--- src/rtl/serial_pattern_gen.sv ---
// serial_pattern_gen
//
// Serial bit-stream transmitter. A parallel word plus a bit count is taken
// through a valid/ready load handshake, and the selected bits are shifted out
// MSB-first, one bit per clock, on x. Back-to-back loads accepted on the final
// bit cycle of a frame continue the stream with no idle gap.
//
// Optional feature macro: SERIAL_PATTERN_GEN_PARITY_EN
//   defined   : an even-parity bit (XOR of the sent data bits) follows each frame
//   undefined : frames are exactly n data bits
//
// Parameters:
//   WIDTH      maximum frame length and load_data width (2..32)
//
// Ports:
//   clk        rising-edge clock
//   reset      synchronous, active-high
//   load_valid load request present
//   load_ready block can accept a load this cycle (registered)
//   load_data  pattern word; the low n bits are sent
//   load_len   bit count; 0 or > WIDTH means WIDTH
//   x          serial data bit, 0 when x_valid is low
//   x_valid    x carries a frame bit (data or parity)
//   busy       a frame is in progress
//   done       one-cycle pulse in the first idle cycle after a frame

module serial_pattern_gen #(
    parameter int WIDTH = 16
) (
    input  logic                       clk,
    input  logic                       reset,
    input  logic                       load_valid,
    output logic                       load_ready,
    input  logic [WIDTH-1:0]           load_data,
    input  logic [$clog2(WIDTH+1)-1:0] load_len,
    output logic                       x,
    output logic                       x_valid,
    output logic                       busy,
    output logic                       done
);

    localparam int CW = $clog2(WIDTH+1);
    localparam logic [CW-1:0] WIDTH_C = CW'(WIDTH);

    typedef enum logic [1:0] {
        IDLE   = 2'd0,
        SHIFT  = 2'd1,
        PARITY = 2'd2
    } state_t;

    state_t           state;
    logic [WIDTH-1:0] sh;
    logic [CW-1:0]    cnt;
`ifdef SERIAL_PATTERN_GEN_PARITY_EN
    logic             par;
`endif

    logic             accept;
    logic [CW-1:0]    eff_len;
    logic [WIDTH-1:0] aligned;

    always_comb begin
        accept = load_valid && load_ready;
        if ((load_len == '0) || (load_len > WIDTH_C)) begin
            eff_len = WIDTH_C;
        end else begin
            eff_len = load_len;
        end
        // Left-align the low eff_len bits; the bits above them fall off the top.
        aligned = load_data << (WIDTH_C - eff_len);
    end

    // x always shows the bit for the current cycle; sh holds the bits still
    // to come, already advanced past the one on x.
    always_ff @(posedge clk) begin
        if (reset) begin
            state      <= IDLE;
            sh         <= '0;
            cnt        <= '0;
`ifdef SERIAL_PATTERN_GEN_PARITY_EN
            par        <= 1'b0;
`endif
            x          <= 1'b0;
            x_valid    <= 1'b0;
            busy       <= 1'b0;
            done       <= 1'b0;
            load_ready <= 1'b1;
        end else begin
            done <= 1'b0;
            if (accept) begin
                // load_ready is only high in IDLE or on a frame's final bit,
                // so an accept always starts a fresh frame from here.
                state   <= SHIFT;
                x       <= aligned[WIDTH-1];
                x_valid <= 1'b1;
                busy    <= 1'b1;
                sh      <= {aligned[WIDTH-2:0], 1'b0};
                cnt     <= eff_len;
`ifdef SERIAL_PATTERN_GEN_PARITY_EN
                par        <= aligned[WIDTH-1];
                load_ready <= 1'b0;
`else
                load_ready <= (eff_len == CW'(1));
`endif
            end else begin
                case (state)
                    IDLE: begin
                        x       <= 1'b0;
                        x_valid <= 1'b0;
                        busy    <= 1'b0;
                    end
                    SHIFT: begin
                        if (cnt == CW'(1)) begin
`ifdef SERIAL_PATTERN_GEN_PARITY_EN
                            state      <= PARITY;
                            x          <= par;
                            x_valid    <= 1'b1;
                            cnt        <= '0;
                            load_ready <= 1'b1;
`else
                            state      <= IDLE;
                            x          <= 1'b0;
                            x_valid    <= 1'b0;
                            busy       <= 1'b0;
                            done       <= 1'b1;
                            cnt        <= '0;
                            sh         <= '0;
                            load_ready <= 1'b1;
`endif
                        end else begin
                            x   <= sh[WIDTH-1];
                            sh  <= {sh[WIDTH-2:0], 1'b0};
                            cnt <= cnt - CW'(1);
`ifdef SERIAL_PATTERN_GEN_PARITY_EN
                            par        <= par ^ sh[WIDTH-1];
                            load_ready <= 1'b0;
`else
                            // Next cycle is the last data bit when cnt drops to 1.
                            load_ready <= (cnt == CW'(2));
`endif
                        end
                    end
`ifdef SERIAL_PATTERN_GEN_PARITY_EN
                    PARITY: begin
                        state      <= IDLE;
                        x          <= 1'b0;
                        x_valid    <= 1'b0;
                        busy       <= 1'b0;
                        done       <= 1'b1;
                        cnt        <= '0;
                        sh         <= '0;
                        par        <= 1'b0;
                        load_ready <= 1'b1;
                    end
`endif
                    default: begin
                        state      <= IDLE;
                        x          <= 1'b0;
                        x_valid    <= 1'b0;
                        busy       <= 1'b0;
                        cnt        <= '0;
                        sh         <= '0;
                        load_ready <= 1'b1;
                    end
                endcase
            end
        end
    end

endmodule

--- config.mk ---
export PLATFORM = sky130hd
export DESIGN_NAME = serial_pattern_gen
export DESIGN_NICKNAME = d
export VERILOG_FILES = /design/src/rtl/serial_pattern_gen.sv
export SDC_FILE = /design/constraint.sdc
export NUM_CORES = 1
export LEC_CHECK = 0
export CAP_MARGIN = 10
export CORE_AREA = 3 3 67 69
export CTS_CLUSTER_SIZE = 30
export DETAILED_ROUTE_END_ITERATION = 12
export DIE_AREA = 0 0 70 72
export PLACE_DENSITY = 0.76
export SLEW_MARGIN = 20
export SYNTH_ARGS = -nofsm -noshare
export SYNTH_HDL_FRONTEND = slang
export SYNTH_SLANG_ARGS = --single-unit
--- constraint.sdc ---
create_clock -name clk -period 4.49 [get_ports clk]
set_clock_uncertainty 0.2 [all_clocks]
set_input_delay 0.6735 -clock clk [delete_from_list [all_inputs] [get_ports clk]]
set_output_delay 0.6735 -clock clk [all_outputs]
set_load 0.01 [all_outputs]
; ---- Yosys cells after proc, flatten, opt, wreduce, memory -nomap -nowiden
; Cells that the tools add are included.
; W data, S select, Z words.
[word_totals]
reg_bits = 27
wordCells = 50
[classes]
n_eq_ne = 7
shift = 1
magnitude_cmp = 1
bitwise_logic = 2
addsub = 2
n_reduce_logical = 8
muxes = 20
[ops]
columns = operator, n
row1 = $mux W16, 2
row2 = $pmux W16 S2, 1
row3 = $shl A16 B5 Y16, 1
row4 = $mux W5, 3
row5 = $eq A5 B1 Y1 const B, 2
row6 = $mux W1, 10
row7 = $pmux W5 S2, 1
row8 = $eq A5 B2 Y1 const B, 1
row9 = $gt A5 B5 Y1 const B, 1
row10 = $logic_not A5 Y1, 1
row11 = $sub A5 B1 Y5 const B, 1
row12 = $sub A5 B5 Y5 const A, 1
row13 = $ne A2 B2 Y1 const B, 2
row14 = $pmux W2 S2, 1
row15 = $reduce_and A2 Y1, 2
row16 = $ne A3 B3 Y1 const B, 1
row17 = $reduce_or A3 Y1, 1
row18 = $eq A2 B1 Y1 const B, 1
row19 = $logic_not A2 Y1, 1
row20 = $mux W2, 1
row21 = $not A1 Y1, 2
row22 = $pmux W1 S2, 1
row23 = $reduce_or A2 Y1, 1
row24 = $logic_and A1 B1 Y1, 1
row25 = $logic_or A1 B1 Y1, 1

; ---- Depth between registers and ports, before layout
; Gate-level depths: netlist of run 1.
[depth]
word_depth = 6
ltp_mapped = 16
ltp_nobuf = 12

; ---- Worst setup path after synthesis of run 1
; OpenSTA, ideal clock, no wires.
[synth_path]
path_type = input-to-reg
start = input load_len[0]
end = register sh[14]
path_slack_ns = 0.403
cell_stages = 15
arrival_time_ns = 3.794
cell_sequence = buf_2 nor3_1 nand2b_1 ha_1 buf_2 nor2b_1 buf_2 buf_2 ha_1 clkbuf_1 inv_1 clkbuf_1 mux4_2 and2_0 o32ai_1
[synth_via]
elab_chain_cells = 6
word_cells_on_any_way = 7
cone_classes = 1 x add/sub / 1 x order compare / 1 x shift / 2 x mux / 2 x reduce/logical
[synth_lines]
columns = element, line_no
row1 = "start, declared", 35  ; input logic [$clog2(WIDTH+1)-1:0] load_len,
row2 = $gt A5 B5 Y1 or $logic_not A5 Y1 (tied branches), 64  ; if ((load_len == '0) || (load_len > WIDTH_C)) begin
row3 = $logic_or A1 B1 Y1, 64
row4 = $mux W5 (*), 64
row5 = $sub A5 B5 Y5 (*), 70  ; aligned = load_data << (WIDTH_C - eff_len);
row6 = $shl A16 B5 Y16 (*), 70
row7 = $mux W16 (*), 90  ; if (accept) begin
row8 = "end signal, assigned", 97  ; sh <= {aligned[WIDTH-2:0], 1'b0};
row9 = "end signal, assigned", 132  ; sh <= {sh[WIDTH-2:0], 1'b0};
row10 = "end, declared", 52  ; logic [WIDTH-1:0] sh;
; Mark *: on every way between the ends. The rest lies on a longest branch, timed or not.
; A chain may end at the register's enable or synchronous reset.

; ---- Worst setup path after layout of run 1
[layout_path]
start = input load_len[0]
end = register sh[5]
; Same word-level chain as after synthesis.

==> flow_metrics.py, run 1 <==
metrics = {
    "cells_and_area": {
        "final.fill_count": 369,
        "design.final.nets": 327,
        "final_core_util": 0.637,
        "fraction_of_final_layout_cells_with_drive_strength_greater_than_1": 0.0980,
        "seq_area_sq_um": 500,
        "areaGrowthSynthToFinish_pct": 16.8,
        "multi_input_area_sq_mm": 0.00151,
        "post_layout_nonfiller_instances": 346,
        "n_antenna_cell": 0,
    },
    "cts": {
        "maximum_buffer_depth_of_the_clock_tree": 2,
        "cts_hold_buf": 0,
        "post_cts_setup_buffer_count": 0,
        "cts_sinks": 25,
        "tritoncts.num_buffers": 3,
        "cts_repair_resize_count": 0,
        "tritoncts": "done",
        "worst_skew_late_latency_ns": 0.27,
        "htree_levels": 1,
        "worst_setup_hold_path_clk_slew_ns": 0.09,
        "clk_root_buffer_cell": "sky130_fd_sc_hd__clkbuf_8",
    },
    "power_and_ir_drop": {
        "power.static_leakage_nw": 0.959,
        "clock_power_share": 0.197,
        "combPwrFrac": 0.429,
        "power.share.switching": 0.372,
        "net-switching-power_w": 0.000260,
        "irDropWorstVdd_mv": 0.138,
        "power_density_mw_per_mm2": 276,
        "pwr-share-seq": 0.374,
        "cell_internal_pwr_w": 0.000438,
    },
    "synthesis": {
        "share_of_the_yosys_chip_area_belonging_to_registers": 0.231,
        "synth_area_leader_cell": "sky130_fd_sc_hd__dfxtp_1",
        "syn_area_sq_mm": 0.00217,
        "synth_top_flop_cell": "sky130_fd_sc_hd__dfxtp_1",
        "yosys.area.top_type_share": 0.231,
        "synth-edff-count": 0,
        "synth.distinct_cells": 50,
        "syn-mean-instance-area_sq_um": 7.88,
        "synth_nets": 305,
        "yosys_register_bits": 25,
        "synth_cells": 275,
        "synthTopCellsByArea": "sky130_fd_sc_hd__dfxtp_1 23%, sky130_fd_sc_hd__mux2i_1 7.9%, sky130_fd_sc_hd__mux4_2 6.2%",
        "synth_warnings": 0,
        "asyncSetResetFlopFracSynth": 0,
    },
    "global_route": {
        "gr-total-overflow": 0,
        "grt_pass1_wl_um": 9620,
        "grt_pass1_vias": 2035,
        "number_of_antenna_violations_at_the_first_check_in_global_routing": 0,
        "grt_max_degree": 23,
        "global_route.usage.total": 0.230,
    },
    "placement": {
        "placedCellCount": 342,
        "gp_routability_congestion": 0.935,
        "dp_hpwl_um": 4300,
        "placement.io_buffers": 28,
        "dp_worst_setup_slack_ns": 0.247,
    },
    "route": {
        "wl_um": 5830,
        "drt-vias-per-instance": 6.37,
        "first_iter_violations": 259,
        "antenna_left": 0,
        "detailed_route_via_count": 2204,
        "detail_route.drc_violations": 0,
        "first_pass_iters": 7,
        "routedWlPerCell_um": 16.9,
    },
    "floorplan": {
        "die_footprint_sq_mm": 0.00504,
        "starting_density": 0.545,
        "die_height_um": 72,
        "design.portCount": 29,
        "die_x_um": 70,
        "rows": 23,
        "core_region_area_sq_mm": 0.00397,
    },
    "sta": {
        "timing.hold.ws_ns": 0.291,
        "setup-tns-final_ns": 0,
        "report.final.hold_viol_count": 0,
        "post-route-period-util": 0.892,
        "timing.final.setup_violations": 0,
        "timing.fmax_ghz": 0.250,
        "relSlewSlack": 0.453,
        "grt_setup_unrepaired": "no",
        "slew_violations": 0,
        "fin_crit_ns": 4.01,
        "worstMarginPinSlew_ns": 0.815,
        "fin_ws_ns": 0.483,
    },
    "run": {
        "max_cap_viol_count": 0,
    },
    "worst_hold_path": {
        "min_path_cells": 2,
        "timing.hold.worst.class": "reg -> reg",
        "worstHoldStart": "sh[15]",
        "timing.hold.worst_endpoint": "x",
    },
    "worst_setup_path": {
        "r2r_end": "cnt[3]",
        "critical_path_peak_fanout": 13,
        "startpoint_type": "primary input",
        "rr_startpoint": "state[0]",
        "reg2reg_slack_ns": 2.12,
        "worstSetupPathType": "in -> reg",
        "cp-end-kind": "flip-flop",
        "r2r.worst_path.cells": 5,
        "worstPathRequired_ns": 4.49,
        "arrival_time_at_the_worst_endpoint_ns": 4.00,
    },
    "outcome": {
        "outcome": "completed",
    },
}
==> worst max-delay path, cell delays in order <==
cell	delay, ns
sky130_fd_sc_hd__clkdlybuf4s50_1	0.42
sky130_fd_sc_hd__nor3_1	0.26
sky130_fd_sc_hd__nand2b_1	0.09
sky130_fd_sc_hd__ha_1	0.42
sky130_fd_sc_hd__nand2b_1	0.22
sky130_fd_sc_hd__ha_1	0.36
sky130_fd_sc_hd__buf_4	0.25
sky130_fd_sc_hd__nor2b_1	0.25
sky130_fd_sc_hd__a21oi_1	0.07
sky130_fd_sc_hd__o311a_1	0.30
sky130_fd_sc_hd__a32oi_1	0.39
sky130_fd_sc_hd__a21oi_1	0.12
sky130_fd_sc_hd__nor3_1	0.18
==> registers in the layout, summed over array words and instances (netlist names) <==
name,count
sh,15
cnt,5
load_ready,1
state,1
done,1
x,1
busy,1
==> logic make-up after synthesis <==
group,after synthesis,synth area share
compound gates,81,0.251
mux,27,0.162
xor+xnor,6,0.0329
simple gates,94,0.214
buf+inv,36,0.0745
fa+ha+maj,6,0.0347
flops,25,0.231
==> power by group through the flow <==
stage	combinational, W	sequential [W]	clock, W
after floorplan	0.000211	0.000259	0
after global placement	0.000288	0.000264	0
after detailed placement	0.000293	0.000265	0
after CTS	0.000295	0.000260	0.000137
after global routing	0.000325	0.000264	0.000144
final	0.000299	0.000261	0.000137
==> synthesized netlist by cell type, types with 2 or more instances <==
cell,n
sky130_fd_sc_hd__nor2_1,22
sky130_fd_sc_hd__buf_2,6
sky130_fd_sc_hd__clkbuf_1,12
sky130_fd_sc_hd__a21oi_1,24
sky130_fd_sc_hd__xnor2_1,2
sky130_fd_sc_hd__a32oi_1,9
sky130_fd_sc_hd__buf_6,2
sky130_fd_sc_hd__o22ai_1,3
sky130_fd_sc_hd__o211ai_1,3
sky130_fd_sc_hd__nand2b_1,4
sky130_fd_sc_hd__ha_1,6
sky130_fd_sc_hd__a211o_1,2
sky130_fd_sc_hd__nor4_1,2
sky130_fd_sc_hd__inv_1,12
sky130_fd_sc_hd__mux2i_1,17
sky130_fd_sc_hd__o21ai_0,12
sky130_fd_sc_hd__a31oi_1,3
sky130_fd_sc_hd__or3_1,3
sky130_fd_sc_hd__xor2_1,3
sky130_fd_sc_hd__a211oi_1,11
sky130_fd_sc_hd__mux4_2,6
sky130_fd_sc_hd__nand2_1,18
sky130_fd_sc_hd__a221oi_1,3
sky130_fd_sc_hd__mux2_2,4
sky130_fd_sc_hd__and3_1,5
sky130_fd_sc_hd__o31ai_1,2
sky130_fd_sc_hd__nand3_1,18
sky130_fd_sc_hd__nor2b_1,5
sky130_fd_sc_hd__nor3_1,11
sky130_fd_sc_hd__dfxtp_1,25
==> through the flow <==
step,total power (W),instance area [sq um]
detailed placement,0.000559,2480
CTS,0.000692,2530
global placement,0.000553,2480
finish,0.000698,2530
global route,0.000734,2530
floorplan,0.000470,2170
==> cell usage in the layout (no fill, tap or decap), drive strengths merged, types with 2 or more instances in the layout <==
master | Yosys | final
a32oi | 9 | 9
nor3 | 11 | 11
a221oi | 3 | 3
xor2 | 3 | 3
nand2 | 18 | 18
xnor2 | 3 | 3
o31ai | 2 | 2
nand2b | 4 | 4
o21ai | 12 | 12
mux2i | 17 | 17
nand3 | 18 | 18
o22ai | 3 | 3
nor2 | 22 | 22
a211oi | 11 | 11
ha | 6 | 6
buf | 10 | 11
nor4 | 2 | 2
o211ai | 3 | 3
and2 | 2 | 2
inv | 13 | 13
mux2 | 4 | 4
or3 | 3 | 3
clkbuf | 12 | 4
a211o | 2 | 2
mux4 | 6 | 6
a21oi | 24 | 24
clkdlybuf4s50 | 0 | 28
dfxtp | 25 | 25
and3 | 5 | 5
a31oi | 3 | 3
nor2b | 6 | 6
==> final cells by class <==
| cell class | instances | area share |
|---|---|---|
| repair buffers | 39 | 0.143 |
| multi-input cells | 214 | 0.595 |
| flip-flops and latches | 25 | 0.198 |
| well taps | 50 | 0.0247 |
| clock buffers | 4 | 0.0178 |
| inverters | 14 | 0.0208 |
==> worst max path at each step <==
| stage | start | endpoint | slack (ns) | depth (start not counted) |
|---|---|---|---|---|
| finish | load_len[0] | sh[5] | 0.48 | 13 |
| global route | load_len[1] | sh[5] | 0.14 | 13 |
| CTS | load_len[1] | sh[5] | 0.54 | 13 |
| detailed placement | load_len[0] | sh[8] | 0.25 | 11 |
| global placement | load_len[0] | sh[6] | 0.38 | 12 |
| floorplan | load_len[0] | sh[14] | 0.40 | 15 |
==> metal layers <==
layer / routed length (um) / vias up / GRT usage
met5: 0 / - / 0
met4: 96 / 0 / 0.0851
met3: 352 / 7 / 0.0208
met2: 2730 / 97 / 0.390
met1: 2650 / 1031 / 0.307
li1: - / 1069 / -
Power figures use the tool's default switching activity.
==> inputs of run 2 (changes only) <==
Settings changed: CORE_AREA 3 3 67 69 to 2 2 66 68, DIE_AREA 0 0 70 72 to 0 0 68 70, PLACE_DENSITY 0.76 to 0.78.
==> run 2 against run 1 <==
Against the previous run:
- wire length decreased by 5.7%
- worst hold slack better by 0.0047 ns
- power shrank 1.4%
- clock power is 4% lower
- cell count is 0.87% higher
- global-route usage rose by 1.3 points
- setup slack better by 0.059 ns
- via count is 1.7% lower
- critical endpoint unchanged
==> flow_metrics.py, run 2 (same netlist as run 1, synthesis figures left out) <==
metrics = {
    "outcome": {
        "outcome": "completed",
    },
    "worst_setup_path": {
        "worstPathRequired_ns": 4.46,
        "critical_path_peak_fanout": 11,
        "rr_startpoint": "state[0]",
        "cp-end-kind": "flip-flop",
        "critical-path-slowest-cell": "sky130_fd_sc_hd__ha_1",
        "path_cells": "clkdlybuf4s50_1 -> nor3_1 -> nand2b_1 -> ha_1 -> nand2b_1 -> ha_1 -> buf_4 -> and3_1 -> xnor2_1 -> nor3_1 -> a21oi_1 -> nor3_1",
        "timing.critical_path.max_delay_family": "simple AND/OR/NAND/NOR gates",
        "arrival_time_at_the_worst_endpoint_ns": 3.92,
        "worstSetupPathType": "in -> reg",
        "crit_path_start": "load_len[0]",
        "cp_num_buf_inv": 2,
        "startpoint_type": "primary input",
        "most_frequent_cp_cell": "sky130_fd_sc_hd__nor3_1",
        "critical_path.max_stage_delay_ns": 0.48,
    },
    "cells_and_area": {
        "largest_register": "sh",
        "layout.cells.most_common_list": "28 x sky130_fd_sc_hd__clkdlybuf4s50_1, 25 x sky130_fd_sc_hd__dfxtp_1, 24 x sky130_fd_sc_hd__a21oi_1",
        "multi_input_area_sq_mm": 0.00151,
        "seq_area_sq_um": 500,
        "largest_reg_flops": 15,
        "fraction_of_final_layout_cells_with_drive_strength_greater_than_1": 0.101,
        "reg.largest.list": "sh (15), cnt (5)",
        "design.final.nets": 328,
        "post_layout_nonfiller_instances": 349,
        "final.fill_count": 388,
        "finalInstanceArea_sq_mm": 0.00254,
        "areaGrowthSynthToFinish_pct": 17.3,
        "layout.cells.most_common": "sky130_fd_sc_hd__clkdlybuf4s50_1",
        "n_antenna_cell": 0,
    },
    "route": {
        "first_pass_iters": 4,
        "routedWlPerCell_um": 15.8,
        "detail_route.drc_violations": 0,
        "drt-vias-per-instance": 6.21,
        "wl_um": 5500,
        "antenna_left": 0,
        "first_iter_violations": 168,
        "detailed_route_via_count": 2167,
    },
    "sta": {
        "timing.final.setup_violations": 0,
        "relSlewSlack": 0.454,
        "worstMarginPinSlew_ns": 0.813,
        "fin_ws_ns": 0.543,
        "setup-tns-final_ns": 0,
        "post-route-period-util": 0.879,
        "report.final.hold_viol_count": 0,
        "grt_setup_unrepaired": "no",
        "slew_violations": 0,
        "fin_crit_ns": 3.95,
        "timing.fmax_ghz": 0.253,
    },
    "global_route": {
        "grt_pass1_wl_um": 9180,
        "grt_pass1_vias": 1929,
        "number_of_antenna_violations_at_the_first_check_in_global_routing": 0,
        "grt_max_degree": 23,
        "global_route.usage.total": 0.243,
        "gr-total-overflow": 0,
    },
    "placement": {
        "dp_hpwl_um": 4110,
        "placement.io_buffers": 28,
        "dp_worst_setup_slack_ns": 0.341,
        "gp_routability_congestion": 0.931,
        "dpl-instance-area_sq_mm": 0.00249,
        "placedCellCount": 345,
    },
    "cts": {
        "tritoncts": "done",
        "worst_setup_hold_path_clk_slew_ns": 0.08,
        "htree_levels": 1,
        "clk_root_buffer_cell": "sky130_fd_sc_hd__clkbuf_8",
        "maximum_buffer_depth_of_the_clock_tree": 2,
        "tritoncts.num_buffers": 3,
        "cts_repair_resize_count": 0,
        "worst_skew_late_latency_ns": 0.27,
        "post_cts_setup_buffer_count": 0,
        "cts_sinks": 25,
        "cts_hold_buf": 0,
    },
    "floorplan": {
        "core_region_area_sq_mm": 0.00414,
        "die_height_um": 70,
        "design.portCount": 29,
        "rows": 24,
        "starting_density": 0.523,
        "die_x_um": 68,
        "die_footprint_sq_mm": 0.00476,
    },
    "power_and_ir_drop": {
        "cell_internal_pwr_w": 0.000439,
        "clock_power_share": 0.190,
        "net-switching-power_w": 0.000248,
        "irDropWorstVdd_mv": 0.147,
        "pwr-share-seq": 0.378,
        "combPwrFrac": 0.431,
        "power.static_leakage_nw": 0.964,
        "power.share.switching": 0.361,
        "power_density_mw_per_mm2": 271,
    },
    "worst_hold_path": {
        "timing.hold.worst.class": "reg -> reg",
        "worstHoldStart": "sh[15]",
    },
    "run": {
        "max_cap_viol_count": 0,
    },
}
==> run 2: layout make-up <==
type,count,area share
Inverter,14,0.0207
Timing Repair Buffer,40,0.146
Sequential cell,25,0.197
Tap cell,52,0.0256
Clock buffer,4,0.0177
Multi-Input combinational cell,214,0.593
==> run 2: final timing paths <==
path / endpoint / slack [ns] / cells past startpoint
worst max-delay path: sh[5] / 0.54 / 12
worst min-delay path: x / 0.30 / 2
worst max register to register: sh[5] / 2.16 / 5
worst min register to register: x / 0.30 / 2
==> run 2: worst min-delay path, stage by stage (launching register included) <==
cell	delay [ns]
sky130_fd_sc_hd__dfxtp_1	0.32
sky130_fd_sc_hd__nand4_1	0.07
sky130_fd_sc_hd__nand3_1	0.06
==> run 2: layer usage <==
metal	up-vias	wire length (um)	global-route usage
li1	1073	-	-
met1	1006	2530	0.358
met4	0	102	0.0778
met3	11	249	0.0209
met5	-	0	0
met2	77	2620	0.372
==> run 2: power groups by stage <==
stage | logic [W] | clock network [W] | registers (W)
2_1_floorplan | 0.000211 | 0 | 0.000259
3_3_place_gp | 0.000289 | 0 | 0.000264
3_5_place_dp | 0.000292 | 0 | 0.000265
4_1_cts | 0.000294 | 0.000131 | 0.000260
5_1_grt | 0.000327 | 0.000142 | 0.000263
6_report | 0.000297 | 0.000131 | 0.000260
==> run 2: metrics by stage <==
step,utilization,total power [W],hold slack [ns]
finish,0.613,0.000688,0.296
global route,0.613,0.000732,0.309
CTS,0.613,0.000685,0.295
detailed placement,0.602,0.000557,0.279
global placement,0.602,0.000554,0.278
floorplan,-,0.000470,0.252
